[src/rtl/rd_ptr_ctrl_lvl_if.sv]
// Read-side FIFO pointer controller bus: request/threshold inputs and
// pointer, address and status outputs, grouped for the read clock domain.
interface rd_ptr_ctrl_lvl_if #(
  parameter int ADDR_SIZE = 4
);
  logic                 rinc;
  logic [ADDR_SIZE:0]   rq2_wptr;
  logic [ADDR_SIZE:0]   rae_thresh;
  logic                 ruf_clr;
  logic [ADDR_SIZE-1:0] raddr;
  logic [ADDR_SIZE:0]   rptr;
  logic                 rd_en;
  logic                 rempty;
  logic                 raempty;
  logic [ADDR_SIZE:0]   rcount;
  logic                 runderflow;

  // Side that drives requests and observes status (client / bench).
  modport master (
    output rinc, rq2_wptr, rae_thresh, ruf_clr,
    input  raddr, rptr, rd_en, rempty, raempty, rcount, runderflow
  );

  // Side implemented by the pointer controller.
  modport slave (
    input  rinc, rq2_wptr, rae_thresh, ruf_clr,
    output raddr, rptr, rd_en, rempty, raempty, rcount, runderflow
  );
endinterface

[src/rtl/rd_ptr_ctrl_lvl.sv]
// Read-side pointer/flag controller for an async FIFO.
// Holds binary and gray read pointers, a registered empty flag, the
// occupancy count, a programmable almost-empty flag and a sticky underflow.
module rd_ptr_ctrl_lvl #(
  parameter int ADDR_SIZE = 4
) (
  input logic              rclk,
  input logic              rrst,
  rd_ptr_ctrl_lvl_if.slave bus
);
  localparam int PW = ADDR_SIZE + 1;

  logic [PW-1:0] rbin_q, rbin_d;
  logic [PW-1:0] rgray_q, rgray_d;
  logic [PW-1:0] rcount_q, rcount_d;
  logic [PW-1:0] wbin_s;
  logic          rempty_q, rempty_d;
  logic          raempty_q, raempty_d;
  logic          ruf_q, ruf_d;
  logic          pop_s;

  // Gray to binary: each binary bit is the XOR of all gray bits at or above it.
  function automatic logic [PW-1:0] gray2bin(input logic [PW-1:0] g);
    logic [PW-1:0] b;
    b[PW-1] = g[PW-1];
    for (int i = PW - 2; i >= 0; i--) begin
      b[i] = b[i+1] ^ g[i];
    end
    return b;
  endfunction

  // Next-state pointers, count and flags; a read while empty never advances.
  always_comb begin
    pop_s     = bus.rinc & ~rempty_q;
    rbin_d    = rbin_q + {{ADDR_SIZE{1'b0}}, pop_s};
    rgray_d   = rbin_d ^ (rbin_d >> 1);
    wbin_s    = gray2bin(bus.rq2_wptr);
    // Modulo subtraction with the MSB as wrap bit yields 0..2**ADDR_SIZE.
    rcount_d  = wbin_s - rbin_d;
    rempty_d  = (rgray_d == bus.rq2_wptr);
    raempty_d = (rcount_d <= bus.rae_thresh);
    // A new underflow takes priority over a clear on the same edge.
    if (bus.rinc & rempty_q) begin
      ruf_d = 1'b1;
    end else if (bus.ruf_clr) begin
      ruf_d = 1'b0;
    end else begin
      ruf_d = ruf_q;
    end
  end

  // State registers; reset forces the FIFO to look empty immediately.
  always_ff @(posedge rclk or posedge rrst) begin
    if (rrst) begin
      rbin_q    <= {PW{1'b0}};
      rgray_q   <= {PW{1'b0}};
      rcount_q  <= {PW{1'b0}};
      rempty_q  <= 1'b1;
      raempty_q <= 1'b1;
      ruf_q     <= 1'b0;
    end else begin
      rbin_q    <= rbin_d;
      rgray_q   <= rgray_d;
      rcount_q  <= rcount_d;
      rempty_q  <= rempty_d;
      raempty_q <= raempty_d;
      ruf_q     <= ruf_d;
    end
  end

  assign bus.raddr      = rbin_q[ADDR_SIZE-1:0];
  assign bus.rptr       = rgray_q;
  assign bus.rd_en      = pop_s;
  assign bus.rempty     = rempty_q;
  assign bus.raempty    = raempty_q;
  assign bus.rcount     = rcount_q;
  assign bus.runderflow = ruf_q;
endmodule

[src/flat_wrapper.sv]
// flat-port wrapper written by rule: the top's interface ports become plain ports
module rd_ptr_ctrl_lvl_flat 
#(
  parameter int ADDR_SIZE = 4
)
  (rclk, rrst, bus_rinc, bus_rq2_wptr, bus_rae_thresh, bus_ruf_clr, bus_raddr, bus_rptr, bus_rd_en, bus_rempty, bus_raempty, bus_rcount, bus_runderflow);
  rd_ptr_ctrl_lvl_if #(.ADDR_SIZE(ADDR_SIZE)) bus_i ();
  input logic rclk;
  input logic rrst;
  input wire logic [$bits(bus_i.rinc)-1:0] bus_rinc;
  input wire logic [$bits(bus_i.rq2_wptr)-1:0] bus_rq2_wptr;
  input wire logic [$bits(bus_i.rae_thresh)-1:0] bus_rae_thresh;
  input wire logic [$bits(bus_i.ruf_clr)-1:0] bus_ruf_clr;
  output wire logic [$bits(bus_i.raddr)-1:0] bus_raddr;
  output wire logic [$bits(bus_i.rptr)-1:0] bus_rptr;
  output wire logic [$bits(bus_i.rd_en)-1:0] bus_rd_en;
  output wire logic [$bits(bus_i.rempty)-1:0] bus_rempty;
  output wire logic [$bits(bus_i.raempty)-1:0] bus_raempty;
  output wire logic [$bits(bus_i.rcount)-1:0] bus_rcount;
  output wire logic [$bits(bus_i.runderflow)-1:0] bus_runderflow;
  assign bus_i.rinc = bus_rinc;
  assign bus_i.rq2_wptr = bus_rq2_wptr;
  assign bus_i.rae_thresh = bus_rae_thresh;
  assign bus_i.ruf_clr = bus_ruf_clr;
  assign bus_raddr = bus_i.raddr;
  assign bus_rptr = bus_i.rptr;
  assign bus_rd_en = bus_i.rd_en;
  assign bus_rempty = bus_i.rempty;
  assign bus_raempty = bus_i.raempty;
  assign bus_rcount = bus_i.rcount;
  assign bus_runderflow = bus_i.runderflow;
  rd_ptr_ctrl_lvl #(.ADDR_SIZE(ADDR_SIZE)) u_core (.rclk(rclk), .rrst(rrst), .bus(bus_i));
endmodule
[config.mk]
export PLATFORM = sky130hd
export DESIGN_NAME = rd_ptr_ctrl_lvl_flat
export DESIGN_NICKNAME = d
export VERILOG_FILES = /design/src/rtl/rd_ptr_ctrl_lvl_if.sv /design/src/rtl/rd_ptr_ctrl_lvl.sv /design/src/flat_wrapper.sv
export SDC_FILE = /design/constraint.sdc
export NUM_CORES = 1
export LEC_CHECK = 0
export CORE_MARGIN = 3
export CORE_UTILIZATION = 46
export CTS_CLUSTER_SIZE = 14
export DETAILED_ROUTE_END_ITERATION = 6
export PLACE_DENSITY_LB_ADDON = 0.3
export SYNTH_ARGS = -nofsm -noshare
export SYNTH_HDL_FRONTEND = slang
export SYNTH_SLANG_ARGS = --single-unit
[constraint.sdc]
create_clock -name rclk -period 3.1 [get_ports rclk]
set_input_delay 0.62 -clock rclk [delete_from_list [all_inputs] [get_ports rclk]]
set_output_delay 0.62 -clock rclk [all_outputs]
set_load 0.05 [all_outputs]
# Word level (Yosys, flattened, before mapping)
# Cells that the tools add are included.
# totals
ff_bits	18
out_inout_bits	18
word_cells	21
# classes
n_addsub	2
n_lt_le_gt_ge	1
n_eq_ne	1
n_mux	2
n_bitwise	8
n_reduce_logical	1
# op_table
operator	n
adder 5 x 1 -> 5 bit	1
equality test 5 bit	1
less-or-equal comparator 5 bit	1
subtractor 5 bit	1
XOR 5 x 4 -> 5 bit	1
XOR 1 bit	4
AND 1 bit	2
two-way mux 1 bit	2
nonzero test 2 bit	1
inverter 1 bit	1

# Longest topological paths before layout
# depth
ltp_word	6
depth_mapped	13

# Least setup slack after synthesis
# No wires, ideal clock.
# synth_path
path_type	input port to flip-flop
start	in bus_rinc
end	reg u_core.raempty_q (netlist: u_core.bus.raempty)
arrival_time_ps	3561
t_required_ps	3023
path_slack_ps	-538
cell_stages	13
n_path_buf	1
cell_sequence	nor2b_1 ha_1 buf_2 xor2_2 inv_1 ha_1 a21o_1 a21oi_1 xnor2_1 ha_1 o21a_1 o21a_1 o22ai_1
# synth_via
elab_chain_cells	4
# synth_lines
item	line_no	rtl
start: declaration	flat_wrapper.sv:10	input wire logic [$bits(bus_i.rinc)-1:0] bus_rinc;
AND 1 bit	rd_ptr_ctrl_lvl.sv:34	pop_s = bus.rinc & ~rempty_q;
adder 5 x 1 -> 5 bit	rd_ptr_ctrl_lvl.sv:35	rbin_d = rbin_q + {{ADDR_SIZE{1'b0}}, pop_s};
named net u_core.rbin_d[1]	rd_ptr_ctrl_lvl.sv:13	logic [PW-1:0] rbin_q, rbin_d;
subtractor 5 bit	rd_ptr_ctrl_lvl.sv:39	rcount_d = wbin_s - rbin_d;
named net u_core.rcount_d[3]	rd_ptr_ctrl_lvl.sv:15	logic [PW-1:0] rcount_q, rcount_d;
less-or-equal comparator 5 bit	rd_ptr_ctrl_lvl.sv:41	raempty_d = (rcount_d <= bus.rae_thresh);
named net u_core.raempty_d	rd_ptr_ctrl_lvl.sv:18	logic raempty_q, raempty_d;
end signal: assignment	rd_ptr_ctrl_lvl.sv:66	raempty_q <= raempty_d;
end: declaration	rd_ptr_ctrl_lvl.sv:18	
# The timed path passes the listed nets, and every way through them passes these cells.
# A chain may end at the register's enable or synchronous reset.

# Worst setup path after layout
# layout_path
start	in bus_rq2_wptr[1]
end	reg u_core.rcount_q[1] (netlist: u_core.bus.rcount[1])
# layout_via
elab_chain_cells	3
# layout_lines
item	line_no	rtl
start: declaration	flat_wrapper.sv:11	input wire logic [$bits(bus_i.rq2_wptr)-1:0] bus_rq2_wptr;
XOR 1 bit *	rd_ptr_ctrl_lvl.sv:27	b[i] = b[i+1] ^ g[i];
XOR 1 bit	rd_ptr_ctrl_lvl.sv:27	
subtractor 5 bit *	rd_ptr_ctrl_lvl.sv:39	
named net u_core.rcount_d[1]	rd_ptr_ctrl_lvl.sv:15	
end signal: assignment	rd_ptr_ctrl_lvl.sv:57	rcount_q <= {PW{1'b0}};
end signal: assignment	rd_ptr_ctrl_lvl.sv:64	rcount_q <= rcount_d;
end: declaration	rd_ptr_ctrl_lvl.sv:15	
# The timed path passes the listed nets; every way through them passes the cells marked *.

==> flow_metrics.env <==
export IMPL_post_synth_top_area_cell="dfrtp_1"
export IMPL_core_region_area_sq_um=2080
export IMPL_path_cells="clkdlybuf4s50_1 -> xor2_2 -> xor2_1 -> ha_2 -> fa_1 -> inv_2 -> buf_4 -> buf_4 -> buf_4 -> buf_4 -> buf_4 -> buf_4 -> buf_4 -> buf_4"
export IMPL_clockRootBuffer="clkbuf_4"
export IMPL_rrSetupSlack_ns=0.39
export IMPL_drc=0
export IMPL_synth_area_leaders="dfrtp_1, ha_1, xnor2_1"
export IMPL_synth_net_count=127
export IMPL_cp_max_fo=2
export IMPL_cts_tree="built"
export IMPL_synth_cells=101
export IMPL_max_freq_ghz=0.332
export IMPL_syn2layout_area_growth_pct=59.2
export IMPL_whs_endpoint="u_core.bus.runderflow"
export IMPL_wl_per_cell_um=12.6
export IMPL_drtIter0Drc=4
export IMPL_async_reset_ff_share_pct=100
export IMPL_post_route_period_util_pct=97.0
export IMPL_syn_area_sq_um=1080
export IMPL_multi_input_area_sq_um=667
export IMPL_rows=16
export IMPL_seqCellArea_sq_um=428
export IMPL_outcome="finished clean"
export IMPL_fp_dieW_um=54.4
export IMPL_critical_path_slowest_cell="fa_1"
export IMPL_cts_sinks=17
export IMPL_synth_avg_cell_area_sq_um=10.7
export IMPL_cp_buffers_inverters=10
export IMPL_path_common_cell="buf_4"
export IMPL_num_vias=888
export IMPL_r2r_start="u_core.bus.rempty"
export IMPL_cp_top_family="buffers and inverters"
export IMPL_io_buffers=31
export IMPL_ff2ff_path_depth=13
export IMPL_clk_pin_slew_ns=0.08
export IMPL_min_path_cells=2
export IMPL_viasPerCell=4.75
export IMPL_path_class="in2reg"
export IMPL_startpoint="bus_rq2_wptr[1]"
export IMPL_skew_ns=0.00322
export IMPL_fillers=125
export IMPL_grt_ovfl_total=0
export IMPL_initial_core_util_pct=51.8
export IMPL_cp_arrival_ns=3.19
export IMPL_grt_max_degree=18
export IMPL_place_congestion=0.768
export IMPL_synth_seq_cells=17
export IMPL_yosys_cell_types_count=28
export IMPL_cts_htree_levels=1
export IMPL_wl_um=2360
export IMPL_track_usage_pct=17.9
export IMPL_synth_edff_count=0
export IMPL_hold_viol=0
export IMPL_synth_mux_area_share_pct=0
export IMPL_die_area_sq_um=2960
export IMPL_antenna_cells=0
export IMPL_worstHoldStart="u_core.bus.runderflow"
export IMPL_cts_buffer_depth=2
export IMPL_antenna_found_initial=0
export IMPL_die_y_um=54.4
export IMPL_synth_top_area_share_pct=34.8
export IMPL_yosysWarnings=0
export IMPL_nets=187
export IMPL_worstSkewPairLatency_ns=0.28
export IMPL_ys_flop_type="dfrtp_1"
export IMPL_synth_top_family_by_area="XOR/XNOR gates"
export IMPL_period_minus_slack_ns=3.01
export IMPL_end_kind="register"
export IMPL_synth_xor_area_share_pct=20.2
export IMPL_dpl_cell_count=169
export IMPL_start_kind="input pin"
export IMPL_report_final_setup_viol=0
export IMPL_cp_slowest_stage_delay_ns=0.52
export IMPL_yosys_area_share_simple_pct=9.63
export IMPL_synthAdderAreaFrac_pct=14.6
export IMPL_grt_pass1_vias=870
export IMPL_crit_required_ns=3.28
export IMPL_ys_seq_area_share_pct=39.7
export IMPL_worst_pin_slew_ns=0.612
export IMPL_grt_pass1_wl_um=3750
export IMPL_r2r_end="u_core.bus.rcount[1]"
export IMPL_dr_pass1_iters=3
export IMPL_relSlewSlack_pct=59.2
export IMPL_maxCapViolCount=0
export IMPL_io_pins=32
export IMPL_post_route_cells_drive_above_1_share_pct=31.9
export IMPL_ant_nets=0
export IMPL_cts_buffers=3
export IMPL_final_cells=187
export IMPL_dp_hpwl_um=1660
export IMPL_hold_path_class="reg2reg"
export IMPL_finalMaxSlewViolations=0
export IMPL_synth_compound_gate_area_share_pct=7.54
-- cells in the final DEF (no fill, tap or decap), types with 2 or more instances in the layout --
master           instances
nand2_1                  3
ha_1                     7
dfstp_2                  2
xor2_2                   3
clkbuf_2                 2
o21ai_0                  2
clkdlybuf4s50_1         26
xnor2_2                  2
a21oi_1                  3
a21o_1                   2
nand3_1                  2
inv_1                   15
buf_4                   28
ha_4                     3
xnor2_1                 11
dfrtp_1                 15
o21a_1                   3
xor2_1                   7
clkbuf_4                 3
-- registers in the layout, indices dropped and copies added (netlist names) --
| signal | flops |
|---|---|
| u_core.bus.rcount | 5 |
| u_core.rbin_q | 5 |
| u_core.bus.rptr | 4 |
| u_core.bus.raempty | 1 |
| u_core.bus.rempty | 1 |
| u_core.bus.runderflow | 1 |
-- kinds of logic after synthesis --
group / after synthesis
AOI/OAI and AO/OA: 13
xor gates and xnor gates: 24
adders and majority gates: 12
buffers and inverters: 19
DFF: 17
and+or+nand+nor: 16
-- cells in the mapped netlist (2+ instances only) --
cell,n
o21a_1,3
nor2b_1,2
inv_1,16
a21oi_1,4
xor2_1,10
ha_1,11
nand3_1,2
xnor2_1,13
dfrtp_1,15
buf_2,2
a21o_1,2
nand2_1,3
o21ai_0,2
dfstp_2,2
-- per-stage QoR --
step	hold slack (ns)	TNS (ns)	cell area, sq um	utilization (%)	worst slack [ns]
floorplan	0.545	-0.0379	1090	-	-0.0379
global placement	0.515	-0.492	1500	71.9	-0.485
detailed placement	0.526	-0.708	1500	71.9	-0.617
CTS	0.541	0	1620	77.8	0.0151
global route	0.549	-0.00350	1720	82.5	-0.00350
finish	0.531	0	1720	82.5	0.0921
-- timing repair --
action                     in CTS  in global routing
pin swaps                       5                  8
setup endpoints to repair       1                  2
hold buffers                    0                  0
buffers inserted               11                  3
gates resized for setup         6                 15
-- how the worst max path moves through the flow --
stage / end / slack [ns] / depth (start not counted)
3_3_place_gp: u_core.bus.raempty / -0.49 / 14
3_5_place_dp: u_core.bus.raempty / -0.62 / 14
2_1_floorplan: u_core.bus.raempty / -0.04 / 13
6_report: u_core.bus.rcount[1] / 0.09 / 14
4_1_cts: u_core.bus.raempty / 0.02 / 14
5_1_grt: u_core.bus.raempty / -0.003 / 14
-- metal layers --
| metal | wire length (um) | track usage, % | up-vias |
|---|---|---|---|
| met5 | 0 | 0 | - |
| met4 | 0 | 3.73 | 0 |
| met1 | 927 | 19.7 | 424 |
| li1 | - | - | 439 |
| met2 | 1270 | 32.9 | 25 |
| met3 | 169 | 6.27 | 0 |
-- worst reg2reg max path: cells and delay by family (launching register included) --
| family | cells | cell delay [ns] |
|---|---|---|
| adder cells (fa/ha/maj) | 3 | 0.97 |
| AND/OR/NAND/NOR | 1 | 0.06 |
| buffers and inverters | 9 | 1.01 |
| flip-flops | 1 | 0.57 |
-- cell type report --
class | count | share of cell area, %
multi-input combinational | 65 | 38.8
timing repair buffer | 58 | 29.2
sequential | 17 | 24.9
inverter | 16 | 3.50
tap | 27 | 1.97
clock buffer | 4 | 1.53
Power is not shown: default switching activity piles up to over one toggle a cycle in this logic, so the estimate is an artifact.
